$ cat src/rtl/rom_read_arbiter_pkg.sv
// Shared types and helpers for the ROM read arbiter: response tag layout,
// round-robin pick and one-hot to index conversion.
package rom_arb_pkg;

    localparam int MAX_REQ = 16;
    localparam int ID_BITS = 4;

    typedef struct packed {
        logic               vld;
        logic [ID_BITS-1:0] id;
        logic               err;
    } rsp_tag_t;

    // Scan from ptr upward with wrap-around over n requesters; first set bit wins.
    function automatic logic [MAX_REQ-1:0] rr_pick(input logic [MAX_REQ-1:0] valid,
                                                   input logic [ID_BITS-1:0] ptr,
                                                   input int                 n);
        logic [MAX_REQ-1:0] grant;
        logic               found;
        int                 idx;
        grant = '0;
        found = 1'b0;
        for (int k = 0; k < MAX_REQ; k++) begin
            idx = int'(ptr) + k;
            if (idx >= n) idx -= n;
            if (k < n && !found && idx < MAX_REQ && valid[idx]) begin
                grant[idx] = 1'b1;
                found      = 1'b1;
            end
        end
        return grant;
    endfunction

    function automatic logic [ID_BITS-1:0] onehot2idx(input logic [MAX_REQ-1:0] oh);
        logic [ID_BITS-1:0] idx;
        idx = '0;
        for (int k = 0; k < MAX_REQ; k++) begin
            if (oh[k]) idx |= ID_BITS'(k);
        end
        return idx;
    endfunction

endpackage

$ cat src/rtl/rom_read_arbiter_if.sv
// Requester and ROM side bus of the ROM read arbiter; slave = arbiter view,
// master = requesters plus ROM view.
interface rom_read_arbiter_if #(
    parameter int NUM_REQ = 4,
    parameter int WIDTH   = 8,
    parameter int DEPTH   = 8
);
    localparam int ADDR_BITS = $clog2(DEPTH);

    logic [NUM_REQ-1:0]           REQ_VALID;
    logic [NUM_REQ*ADDR_BITS-1:0] REQ_ADDR;
    logic [NUM_REQ-1:0]           REQ_READY;
    logic [NUM_REQ-1:0]           RSP_VALID;
    logic [WIDTH-1:0]             RSP_DATA;
    logic                         RSP_ERR;
    logic [ADDR_BITS-1:0]         ROM_ADDRESS;
    logic [WIDTH-1:0]             ROM_DATAOUT;

    modport slave (
        input  REQ_VALID, REQ_ADDR, ROM_DATAOUT,
        output REQ_READY, RSP_VALID, RSP_DATA, RSP_ERR, ROM_ADDRESS
    );

    modport master (
        output REQ_VALID, REQ_ADDR, ROM_DATAOUT,
        input  REQ_READY, RSP_VALID, RSP_DATA, RSP_ERR, ROM_ADDRESS
    );

endinterface

$ cat src/rtl/rom_read_arbiter_rr_arbiter.sv
// Purely combinational round-robin picker: one-hot grant plus its index.
module rr_arbiter
    import rom_arb_pkg::*;
#(
    parameter int NUM_REQ = 4,
    parameter int IDW     = $clog2(NUM_REQ)
) (
    input  logic [NUM_REQ-1:0] valid,
    input  logic [IDW-1:0]     ptr,
    output logic [NUM_REQ-1:0] grant,
    output logic [IDW-1:0]     idx
);

    logic [MAX_REQ-1:0] pick;

    always_comb begin
        pick  = rr_pick(MAX_REQ'(valid), ID_BITS'(ptr), NUM_REQ);
        grant = pick[NUM_REQ-1:0];
        idx   = IDW'(onehot2idx(pick));
    end

endmodule

$ cat src/rtl/rom_read_arbiter.sv
// Shares one registered-output single-port ROM among NUM_REQ requesters with
// round-robin grants and a fixed 2-cycle, in-order, tagged response pipeline.
module rom_read_arbiter
    import rom_arb_pkg::*;
#(
    parameter int NUM_REQ = 4,
    parameter int WIDTH   = 8,
    parameter int DEPTH   = 8
) (
    input logic                 CLK,
    input logic                 RSTn,
    rom_read_arbiter_if.slave   bus
);

    localparam int ADDR_BITS = $clog2(DEPTH);
    localparam int IDW       = $clog2(NUM_REQ);
    localparam logic [ADDR_BITS:0] DEPTH_W = (ADDR_BITS+1)'(DEPTH);

    logic [IDW-1:0]       ptr;
    logic [IDW-1:0]       gidx;
    logic [NUM_REQ-1:0]   grant;
    logic                 hs;
    logic [ADDR_BITS-1:0] win_addr;
    logic [ADDR_BITS-1:0] held_addr;
    logic                 win_err;
    rsp_tag_t             s1;

    rr_arbiter #(.NUM_REQ(NUM_REQ), .IDW(IDW)) u_arb (
        .valid (bus.REQ_VALID),
        .ptr   (ptr),
        .grant (grant),
        .idx   (gidx)
    );

    // NOTE: every output of this block is assigned on every pass, so no latch is inferred.
    always_comb begin
        bus.REQ_READY   = RSTn ? grant : '0;
        hs              = |(bus.REQ_READY & bus.REQ_VALID);
        win_addr        = bus.REQ_ADDR[gidx*ADDR_BITS +: ADDR_BITS];
        win_err         = {1'b0, win_addr} >= DEPTH_W;
        // Idle cycles replay the last granted address so the ROM input stays quiet.
        bus.ROM_ADDRESS = hs ? win_addr : held_addr;
    end

    // NOTE: registers use <= so each one samples pre-edge values of the others.
    // NOTE: response data/tag registers are reset because RSP_DATA must read 0 after reset.
    always_ff @(posedge CLK or negedge RSTn) begin
        if (!RSTn) begin
            ptr           <= '0;
            held_addr     <= '0;
            s1            <= '0;
            bus.RSP_VALID <= '0;
            bus.RSP_DATA  <= '0;
            bus.RSP_ERR   <= 1'b0;
        end else begin
            if (hs) begin
                ptr       <= (gidx == IDW'(NUM_REQ-1)) ? '0 : gidx + 1'b1;
                held_addr <= win_addr;
            end
            s1            <= '{vld: hs, id: ID_BITS'(gidx), err: win_err};
            bus.RSP_VALID <= s1.vld ? (NUM_REQ'(1) << s1.id) : '0;
            if (s1.vld) begin
                bus.RSP_DATA <= s1.err ? '0 : bus.ROM_DATAOUT;
                bus.RSP_ERR  <= s1.err;
            end
        end
    end

    // A pending request must keep VALID and ADDR stable until it is accepted.
    for (genvar i = 0; i < NUM_REQ; i++) begin : g_proto
        a_hold : assert property (@(posedge CLK) disable iff (!RSTn)
            (bus.REQ_VALID[i] && !bus.REQ_READY[i]) |=>
            (bus.REQ_VALID[i] && $stable(bus.REQ_ADDR[i*ADDR_BITS +: ADDR_BITS])));
    end

endmodule

$ cat src/flat_wrapper.sv
// flat-port wrapper written by rule: the top's interface ports become plain ports
module rom_read_arbiter_flat import rom_arb_pkg::*;
#(
    parameter int NUM_REQ = 4,
    parameter int WIDTH   = 8,
    parameter int DEPTH   = 8
)
  (CLK, RSTn, bus_REQ_VALID, bus_REQ_ADDR, bus_ROM_DATAOUT, bus_REQ_READY, bus_RSP_VALID, bus_RSP_DATA, bus_RSP_ERR, bus_ROM_ADDRESS);
  rom_read_arbiter_if #(.NUM_REQ(NUM_REQ), .WIDTH(WIDTH), .DEPTH(DEPTH)) bus_i ();
  input logic CLK;
  input logic RSTn;
  input wire logic [$bits(bus_i.REQ_VALID)-1:0] bus_REQ_VALID;
  input wire logic [$bits(bus_i.REQ_ADDR)-1:0] bus_REQ_ADDR;
  input wire logic [$bits(bus_i.ROM_DATAOUT)-1:0] bus_ROM_DATAOUT;
  output wire logic [$bits(bus_i.REQ_READY)-1:0] bus_REQ_READY;
  output wire logic [$bits(bus_i.RSP_VALID)-1:0] bus_RSP_VALID;
  output wire logic [$bits(bus_i.RSP_DATA)-1:0] bus_RSP_DATA;
  output wire logic [$bits(bus_i.RSP_ERR)-1:0] bus_RSP_ERR;
  output wire logic [$bits(bus_i.ROM_ADDRESS)-1:0] bus_ROM_ADDRESS;
  assign bus_i.REQ_VALID = bus_REQ_VALID;
  assign bus_i.REQ_ADDR = bus_REQ_ADDR;
  assign bus_i.ROM_DATAOUT = bus_ROM_DATAOUT;
  assign bus_REQ_READY = bus_i.REQ_READY;
  assign bus_RSP_VALID = bus_i.RSP_VALID;
  assign bus_RSP_DATA = bus_i.RSP_DATA;
  assign bus_RSP_ERR = bus_i.RSP_ERR;
  assign bus_ROM_ADDRESS = bus_i.ROM_ADDRESS;
  rom_read_arbiter #(.NUM_REQ(NUM_REQ), .WIDTH(WIDTH), .DEPTH(DEPTH)) u_core (.CLK(CLK), .RSTn(RSTn), .bus(bus_i));
endmodule
$ cat config.mk
export PLATFORM = sky130hd
export DESIGN_NAME = rom_read_arbiter_flat
export DESIGN_NICKNAME = d
export VERILOG_FILES = /design/src/rtl/rom_read_arbiter_pkg.sv /design/src/rtl/rom_read_arbiter_if.sv /design/src/rtl/rom_read_arbiter_rr_arbiter.sv /design/src/rtl/rom_read_arbiter.sv /design/src/flat_wrapper.sv
export SDC_FILE = /design/constraint.sdc
export NUM_CORES = 1
export LEC_CHECK = 0
export CAP_MARGIN = 40
export CORE_ASPECT_RATIO = 0.9
export CORE_MARGIN = 2
export CORE_UTILIZATION = 39
export CTS_BUF_LIST = sky130_fd_sc_hd__clkbuf_4 sky130_fd_sc_hd__clkbuf_8 sky130_fd_sc_hd__clkbuf_16
export DETAILED_ROUTE_END_ITERATION = 10
export PLACE_DENSITY = 0.74
export SLEW_MARGIN = 25
export SYNTH_ARGS = -nofsm -noshare
export SYNTH_HDL_FRONTEND = slang
export SYNTH_HIERARCHICAL = 1
export SYNTH_SLANG_ARGS = --single-unit
$ cat constraint.sdc
create_clock -name CLK -period 4.1 [get_ports CLK]
set_input_delay 0.82 -clock CLK [delete_from_list [all_inputs] [get_ports CLK]]
set_output_delay 0.82 -clock CLK [all_outputs]
set_load 0.01 [all_outputs]
**Yosys cells after proc, flatten, opt, wreduce, memory -nomap -nowiden**

Cells that the tools add are included.

- Shift operators: 2
- Multipliers: 1
- Multiplexer cells: 47
- $lt $le $gt $ge: 16
- Reductions and logical operators: 15
- Equality and inequality tests: 1
- Add/subtract/negate cells: 8
- Bitwise logic cells: 4

Operators by type and width:

| operator | number |
|---|---|
| less-than comparator 32 x 6 -> 1 bit, second input constant | 8 |
| greater-or-equal comparator 32 x 1 -> 1 bit, second input constant | 4 |
| 2-to-1 mux 32 bit | 4 |
| 2-to-1 mux 16 bit | 4 |
| OR 16 bit | 3 |
| 2-to-1 mux 1 bit | 19 |
| 2-to-1 mux 2 bit | 9 |
| binary-select mux 1 bit (select 4 bit) | 4 |
| demux 1 bit (select 4 bit) | 4 |
| variable part select 12 x 5 -> 3 bit | 1 |
| subtractor 3 x 3 -> 4 bit, second input constant | 3 |
| logical AND 1 bit | 11 |
| greater-or-equal comparator 3 bit, second input constant | 3 |
| 2-to-1 mux 4 bit | 2 |
| adder 2 x 2 -> 3 bit, second input constant | 2 |
| AND 4 bit | 1 |
| multiplier 2 x 2 -> 4 bit, second input constant | 1 |
| OR reduction 4 bit | 1 |
| left shift 1 x 2 -> 4 bit, first input constant | 1 |
| subtractor 2 x 3 -> 4 bit, second input constant | 1 |
| adder 2 x 1 -> 3 bit, second input constant | 1 |
| greater-or-equal comparator 2 x 3 -> 1 bit, second input constant | 1 |
| zero test 1 bit | 3 |
| 2-to-1 mux 3 bit | 1 |
| other kinds (2) | 2 |

- Input bits: 26
- Word-level logic and storage cells: 100
- Register bits after elaboration: 20
- Output and inout bits: 20

**Logic depth before layout (Yosys ltp)**

Gate-level depths: netlist of run 1.

- Word-level depth: 34
- Mapped depth: 11
- Gate-level depth less buffers: 10

**By module**

The synthesis of run 1 kept the hierarchy.

By module, submodules not included:

| module | cells an instance | times used | seq. area each (um^2) | area each (um^2) |
|---|---|---|---|---|
| rom_read_arbiter | 53 | 1 | 500.5 | 828.3 |
| rr_arbiter | 43 | 1 | 0.0 | 381.6 |

**Worst setup path after synthesis of run 1**

Ideal clock, no wire load.

- Path type: flip-flop to output port
- Start point: register u_core.ptr[0]
- End point: output port bus_ROM_ADDRESS[0]
- Cell stages (with the launch flop): 11
- Setup slack: 24 ps
- Path buffers: 1
- Data arrival time: 3,256 ps
- Data required time: 3,280 ps
- Path through: dfrtp_1 buf_6 inv_1 ha_1 mux4_1 or2_4 a211oi_4 a221o_2 or2_2 mux4_2 mux2_2

- Elaborated cells between the ends (all ways): 89
- Classes of those cells: add/sub: 7; mul: 1; order compare: 16; shift: 1; mux: 45; bitwise: 4; reduce/logical: 15

RTL lines:

| what | line | source |
|---|---|---|
| from (decl) | rom_read_arbiter.sv:19 | `logic [IDW-1:0] ptr;` |
| from (signal assigned) | rom_read_arbiter.sv:57 | `ptr <= (gidx == IDW'(NUM_REQ-1)) ? '0 : gidx + 1'b1;` |
| parallel branches: the longest is 18 deep, another holds greater-or-equal comparator 32 x 1 -> 1 bit | -- |  |
| 2-to-1 mux 16 bit (*) | rom_read_arbiter_pkg.sv:26 | `if (k < n && !found && idx < MAX_REQ && valid[idx]) begin` |
| named net u_core.grant[3] | rom_read_arbiter.sv:21 | `logic [NUM_REQ-1:0] grant;` |
| 2-to-1 mux 2 bit (*) | rom_read_arbiter_pkg.sv:38 | `if (oh[k]) idx \|= ID_BITS'(k);` |
| 2-to-1 mux 1 bit (*) | rom_read_arbiter_pkg.sv:38 |  |
| 2-to-1 mux 2 bit (*) (2 in a row) | rom_read_arbiter_pkg.sv:38 |  |
| 2-to-1 mux 1 bit (*) | rom_read_arbiter_pkg.sv:38 |  |
| 2-to-1 mux 2 bit (*) (2 in a row) | rom_read_arbiter_pkg.sv:38 |  |
| 2-to-1 mux 1 bit (*) | rom_read_arbiter_pkg.sv:38 |  |
| 2-to-1 mux 2 bit (*) (2 in a row) | rom_read_arbiter_pkg.sv:38 |  |
| named net u_core.gidx[0] | rom_read_arbiter.sv:20 | `logic [IDW-1:0] gidx;` |
| multiplier 2 x 2 -> 4 bit (*) | rom_read_arbiter.sv:39 | `win_addr = bus.REQ_ADDR[gidx*ADDR_BITS +: ADDR_BITS];` |
| variable part select 12 x 5 -> 3 bit (*) | rom_read_arbiter.sv:39 |  |
| 2-to-1 mux 3 bit (*) | -- |  |
| to (decl) | flat_wrapper.sv:19 | `output wire logic [$bits(bus_i.ROM_ADDRESS)-1:0] bus_ROM_ADDRESS;` |

Mark *: on every way through the listed nets, which the timed path passes. The select of a mux whose other input is x is not followed.

**Final worst setup path of run 1**

- Start point: register u_core.ptr[0]
- End point: output port bus_ROM_ADDRESS[1]

The elaborated chain is that of the path after synthesis.

==> impl_results.md, run 1 <==
* Post-Route Setup TNS at 0 ns
* Final Max Slew Viols at 0
* Vias/cell at 5.050
* Post-synthesis average cell area at 12.60 um2
* Drt first pass iters at 4
* DR iter-0 viols at 41
* GP Congestion at 0.8823
* TritonCTS Buffers at 3
* Pwr Density at 824.9 nW/um2
* Combinational fraction of design power at 72.5%
* Initial Util at 40.39%
* Synth unique cells at 28
* First-pass GRT wire length at 4712 um
* Port bufs at 44
* Status: completed
* Clock root buffer: clkbuf_4
* Core area at 2995 um2
* Period utilization at 99.66%
* # rows at 19
* Vias in the first global route at 1036
* Net Switching at 563.1 uW
* CP Capture Type: primary output
* Yosys warnings at 6
* Final setup vio count at 0
* Fraction of power spent switching nets at 36.21%
* Max Cap Viol at 0
* I/O pin count at 46
* Max Fclk at 244.7 MHz
* Hold Fails Final Rpt at 0
* Largest net degree at the start of global routing at 25
* Max VDD drop at 0.3971 mV
* Nets at 196
* Routed wire per std cell at 13.77 um
* Crit path launch type: register
* Hpwl dp at 2215 um
* CP Class: reg -> out
* Clock Latency Late Sink at 0.29 ns
* Final ANT Viol Nets at 0
* Multi-input gate area at 711.9 um2
* Layout cell share with drive strength beyond 1 at 37.74%
* Worst slack at placement at -0.6872 ns
* Syn Nets at 131
* Seq/Total Area, Yosys at 41.37%
* Max Buffers Root-to-Sink at 2
* Critical path origin: u_core/ptr[0]
* Flop pwr share at 21.9%
* DRC Markers at 0
* Final WL at 2767 um
* Post-Synthesis Cell Area at 1210 um2
* Die W at 62.71 um
* Critical Path Fanout Max at 4
* Postcts setup bufs at 0
* Critical Path AT at 3.27 ns
* Total internal power at 992.2 uW
* Clock sink total at 20
* FF/Latch Area at 500.5 um2
* Worst Hold Margin at 0.4641 ns
* DP Cell Count at 198
* Clk pwr share at 5.6%
* Flops & latches, synth at 20
* CTS tree: done
* Fill cells at 260
* Area Overhead vs Synth at 55.84%
* Routed vias at 1015
* CTS H-Tree Depth at 1
* Final WS setup at 0.01383 ns
* Total track usage at 16.78%
* Final instance area at 1886 um2
* Synthesized instance count at 96
* N_diodes at 0
* Hold Crit Class: reg -> reg
* Initial antenna violation count at 0
* Leakage power at 0.0008213 uW
* Worst hold path startpoint: u_core/s1[2]
* Die ar. at 3564 um2
* Most common cell after layout, fill and taps aside: clkdlybuf4s50_1
* Worst endpoint required time at 3.28 ns
* Final min period at 4.086 ns
* Setup Skew at 0.004886 ns
* Non-filler cells, final at 201
* Reg clk slew, reported paths at 0.10 ns
* Overflow left after global routing at 0
* Post-DP Area at 1822 um2
* Die Height at 56.84 um
* Commonest cells after routing, fill and taps aside: 37 x clkdlybuf4s50_1, 20 x dfrtp_1, 18 x buf_4
* Worst r2r src: u_core/ptr[0]
* RSZ-0062 raised after global routing: yes
per-layer routing:
layer  global-route usage, %  vias up  part of all wire [%]
met5                       0        -                     0
met4                   4.762        0                  0.14
met3                   2.204        2                   4.4
met2                   29.03       39                    51
met1                   22.19      496                    44
li1                        -      478                     -
state kept, by name (all words and copies together) (netlist names):
name	count
u_core/bus.RSP_DATA	8
u_core/bus.RSP_VALID	4
u_core/held_addr	3
u_core/ptr	2
u_core/s1	3
cell usage after synthesis:
cell | number | share of area, %
a211oi_4 | 1 | 1.7
a21boi_2 | 1 | 0.93
a221o_2 | 4 | 3.7
a22oi_1 | 2 | 1.2
and2_1 | 4 | 2.1
and3_1 | 1 | 0.52
and3b_1 | 1 | 0.72
buf_2 | 1 | 0.41
buf_4 | 1 | 0.62
buf_6 | 1 | 0.93
conb_1 | 1 | 0.31
dfrtp_1 | 20 | 41
ha_1 | 9 | 9.3
inv_1 | 2 | 0.62
mux2_2 | 15 | 14
mux2i_1 | 2 | 1.7
mux4_1 | 1 | 2.2
mux4_2 | 4 | 7.4
nand2_1 | 10 | 3.1
nand3_1 | 1 | 0.41
nand3b_1 | 1 | 0.62
nor2_1 | 2 | 0.62
nor2b_1 | 1 | 0.52
nor3b_1 | 1 | 0.62
o21ai_0 | 4 | 1.7
o22ai_1 | 1 | 0.52
or2_2 | 3 | 1.6
or2_4 | 1 | 0.72
logic make-up after synthesis:
group / share of synthesized area (%)
muxes: 25.23
adders and majority gates: 9.307
DFF: 41.37
other: 0.3099
buffers and inverters: 2.585
and+or+nand+nor: 11.48
AOI/OAI and AO/OA: 9.721
through the flow:
step	power (uW)	utilization (%)
CTS	1557	62.66
detailed placement	1388	60.82
finish	1555	62.95
floorplan	942.7	-
global route	1679	62.95
global placement	1365	60.82
area by class of cell:
class / count / share of cell area [%]
clock buffers: 3 / 1.194
inverters: 2 / 0.3981
multi-input cells: 71 / 37.76
flip-flops and latches: 20 / 26.54
well taps: 42 / 2.787
repair buffers: 63 / 31.32
path summary, 6_finish.rpt:
kind                                           endpoint  slack [ns]  cells after the start
worst max-delay path                 bus_ROM_ADDRESS[1]        0.01                     10
worst min-delay path            u_core/bus.RSP_VALID[1]        0.46                      1
worst max register to register            u_core/ptr[1]        1.04                     11
worst min register to register  u_core/bus.RSP_VALID[1]        0.46                      1
max in group asynchronous       u_core/bus.RSP_VALID[0]        2.95                      2
min in group asynchronous           u_core/held_addr[2]        0.93                      2
power groups by stage:
stage / clock, uW / combinational [uW] / sequential [uW]
after global routing: 102 / 1220 / 353
after global placement: 0 / 1030 / 337
after floorplan: 0 / 582 / 361
final: 87.5 / 1130 / 340
after CTS: 91.7 / 1130 / 340
after detailed placement: 0 / 1050 / 342
critical path: stages, from the launching register on:
cell      delay, ns
dfrtp_1        0.38
inv_2          0.06
ha_4           0.28
mux4_2         0.51
or2_4          0.28
a211oi_4       0.20
a221o_2        0.21
or2_4          0.15
mux4_2         0.49
mux2_4         0.28
buf_6          0.12
what timing repair did:
item / 4_1_cts / 5_1_grt
hold buffers: 0 / 0
endpoints found under the setup margin: 4 / 3
gates resized for setup: 33 / 2
pin swaps: 4 / 1
No activity file was read; power rests on OpenSTA's default activity.
==> run 2: changes to the inputs <==
Settings changed: ABC_AREA set to 1, CORE_UTILIZATION 39 to 40, CTS_CLUSTER_DIAMETER set to 60, PLACE_DENSITY 0.74 to 0.72, REMOVE_ABC_BUFFERS set to 1.
==> run 2 against run 1 <==
Against the previous run: sequential share of layout area fell by 2.1 points; final cell count grew 53%; core utilization shrank 3.7 points; clock skew is 0.0024 ns lower; global-route usage is 1.2 points lower; clock power grew 42%; critical endpoint is now bus_ROM_ADDRESS[2]; via count up 35%; area after synthesis up 21%; die area up 17%; maximum frequency grew 9.2%.
==> impl_results.md, run 2 <==
* Total track usage at 15.59%
* Setup Skew at 0.002498 ns
* Post-Synthesis Cell Area at 1465 um2
* First-pass GRT wire length at 4954 um
* Critical Path AT at 2.92 ns
* Clock root buffer: clkbuf_8
* Synth top area share at 34.16%
* DP Cell Count at 305
* N_diodes at 0
* Postcts setup bufs at 0
* Area Overhead vs Synth at 39.71%
* Top sig layer: met4
* Final WS setup at 0.3583 ns
* Flops & latches, synth at 20
* Compound-Gate Fraction of Synth Area at 0%
* Post-synth top cells: 92 x nand2_1, 33 x inv_1, 20 x dfrtp_1
* Routed wire per std cell at 9.925 um
* Clock Latency Late Sink at 0.25 ns
* EDFF count, synth at 0
* GP Congestion at 0.9232
* Die ar. at 4164 um2
* Core area at 3453 um2
* Synthesized instance count at 214
* CP Capture Type: primary output
* # rows at 20
* Post-Route Setup TNS at 0 ns
* Layout cell share with drive strength beyond 1 at 15.53%
* CP Class: reg -> out
* Max Cap Viol at 0
* Final min period at 3.742 ns
* Synth Area in Adders at 7.686%
* Reg clk slew, reported paths at 0.07 ns
* Worst Hold Margin at 0.4584 ns
* Max VDD drop at 0.4659 mV
* Drt first pass iters at 4
* Non-filler cells, final at 308
* Reg with most FFs: u_core/bus.RSP_DATA
* Port bufs at 44
* Hpwl dp at 2450 um
* Die Height at 61.42 um
* Crit path cell chain: inv_1, ha_1, inv_1, nand3_1, nand2_2, nand2_4, inv_2, nand2_1, nor2_1, nor2_2, inv_1, nand3_2, nand2_4, inv_2, nand2_4, nand2_1, nand2_1, clkdlybuf4s50_1
* Multiplexer area fraction after synthesis at 0%
* Slowest CP cell: clkdlybuf4s50_1
* FFs w/ async S/R, synth at 100.0%
* DRC Markers at 0
* Final WL at 3057 um
* TritonCTS Buffers at 3
* Nets at 301
* Top cells by area, synth: dfrtp_1 34%, nand2_1 24%, inv_1 8.5%
* Vias in the first global route at 1145
* Largest net degree at the start of global routing at 22
* FF-to-FF setup slack at 1.80 ns
* Final ANT Viol Nets at 0
* Commonest cells after routing, fill and taps aside: 90 x nand2_1, 38 x clkdlybuf4s50_1, 32 x inv_1
* Routed vias at 1366
* Hold Fails Final Rpt at 0
* Most common cell after layout, fill and taps aside: nand2_1
* Initial Util at 42.43%
* Leakage power at 0.001184 uW
* Final Max Slew Viols at 0
* Max reg flops at 8
* I/O pin count at 46
* RSZ-0062 raised after global routing: no
* Critical Path Fanout Max at 5
* Final setup vio count at 0
* Largest family of logic cells by synthesized area: simple AND/OR/NAND/NOR gates
* Overflow left after global routing at 0
* Worst slack at placement at 0.05012 ns
* Die W at 67.80 um
* Met2 WL post-DR at 1380 um
* Initial antenna violation count at 0
* Period utilization at 91.26%
* Peak per-stage delay on the critical path at 0.53 ns
* Worst endpoint required time at 3.28 ns
* WL met3 at 178 um
* Met1 WL at 1456 um
* Hold Crit Class: reg -> reg
* Yosys warnings at 6
* Most common cell in the synthesized netlist: nand2_1
* Max Fclk at 267.3 MHz
* Top Registers: u_core/bus.RSP_DATA x8, u_core/bus.RSP_VALID x4
* Seq/Total Area, Yosys at 34.16%
* Synth Area in Simple Gates at 44.75%
* Synth unique cells at 20
* DR iter-0 viols at 71
* Crit path launch type: register
* XOR/XNOR share of the synthesized area at 0%
* Post-synthesis average cell area at 6.847 um2
* Max Buffers Root-to-Sink at 2
* Vias/cell at 4.435
* Pwr Density at 810.6 nW/um2
* Ys flop type: dfrtp_1
* Library cell with the largest summed area after synthesis: dfrtp_1
* CTS tree: done
* CTS H-Tree Depth at 1
* Clock sink total at 20
* Status: completed
==> run 2: where the power goes <==
group | switching, uW | internal (uW) | total (uW)
combinational | 691 | 516 | 1210
clock | 58.6 | 65.2 | 124
sequential | 44.9 | 283 | 328
total | 795 | 865 | 1660
==> run 2: logic make-up (layout without fill, tap and decap cells) <==
kind of cell / after synthesis / after routing
simple gates: 139 / 139
buf+inv: 45 / 95
flops: 20 / 20
fa+ha+maj: 9 / 9
other cells: 1 / 1
==> run 2: final cells by class <==
| cell class | instances | area [um2] |
|---|---|---|
| fill | 330 | 1406 |
| multi-input combinational | 149 | 784.5 |
| timing repair buffer | 52 | 515.5 |
| sequential | 20 | 500.5 |
| inverter | 40 | 150.1 |
| tap | 44 | 55.05 |
| clock buffer | 3 | 41.29 |
==> run 2: through the flow <==
stage	power (uW)	cell area (um2)	utilization [%]
after floorplan	1066	1423	-
after global routing	1832	2047	59.28
final	1659	2047	59.28
after CTS	1655	2019	58.48
after detailed placement	1523	1978	57.28
after global placement	1517	1978	57.28
==> run 2: what timing repair did <==
item	CTS	global route
setup endpoints to repair	0	3
resized for setup	0	11
hold endpoints to repair	0	0
hold buffers	0	0
==> run 2: per-layer routing <==
layer	GRT usage, %	up-vias
met5	0	-
met1	22.17	580
met2	23.95	52
met3	3.473	4
met4	4.571	0
li1	-	730
==> run 2: path summary, 6_finish.rpt <==
| check | start | endpoint | cells past startpoint |
|---|---|---|---|
| worst max-delay path | u_core/ptr[1] | bus_ROM_ADDRESS[2] | 18 |
| worst min-delay path | u_core/s1[1] | u_core/bus.RSP_VALID[2] | 1 |
| worst max register to register | u_core/ptr[1] | u_core/ptr[1] | 15 |
| worst min register to register | u_core/s1[1] | u_core/bus.RSP_VALID[2] | 1 |
| max in group asynchronous | RSTn | u_core/ptr[0] | 2 |
| min in group asynchronous | RSTn | u_core/bus.RSP_VALID[3] | 2 |
==> run 2: critical path, delay by kind of cell, from the launching register on <==
| kind | cells | cell delay (ns) |
|---|---|---|
| flip-flops | 1 | 0.38 |
| adder cells (fa/ha/maj) | 1 | 0.32 |
| buffers and inverters | 6 | 1.01 |
| AND/OR/NAND/NOR | 11 | 0.94 |
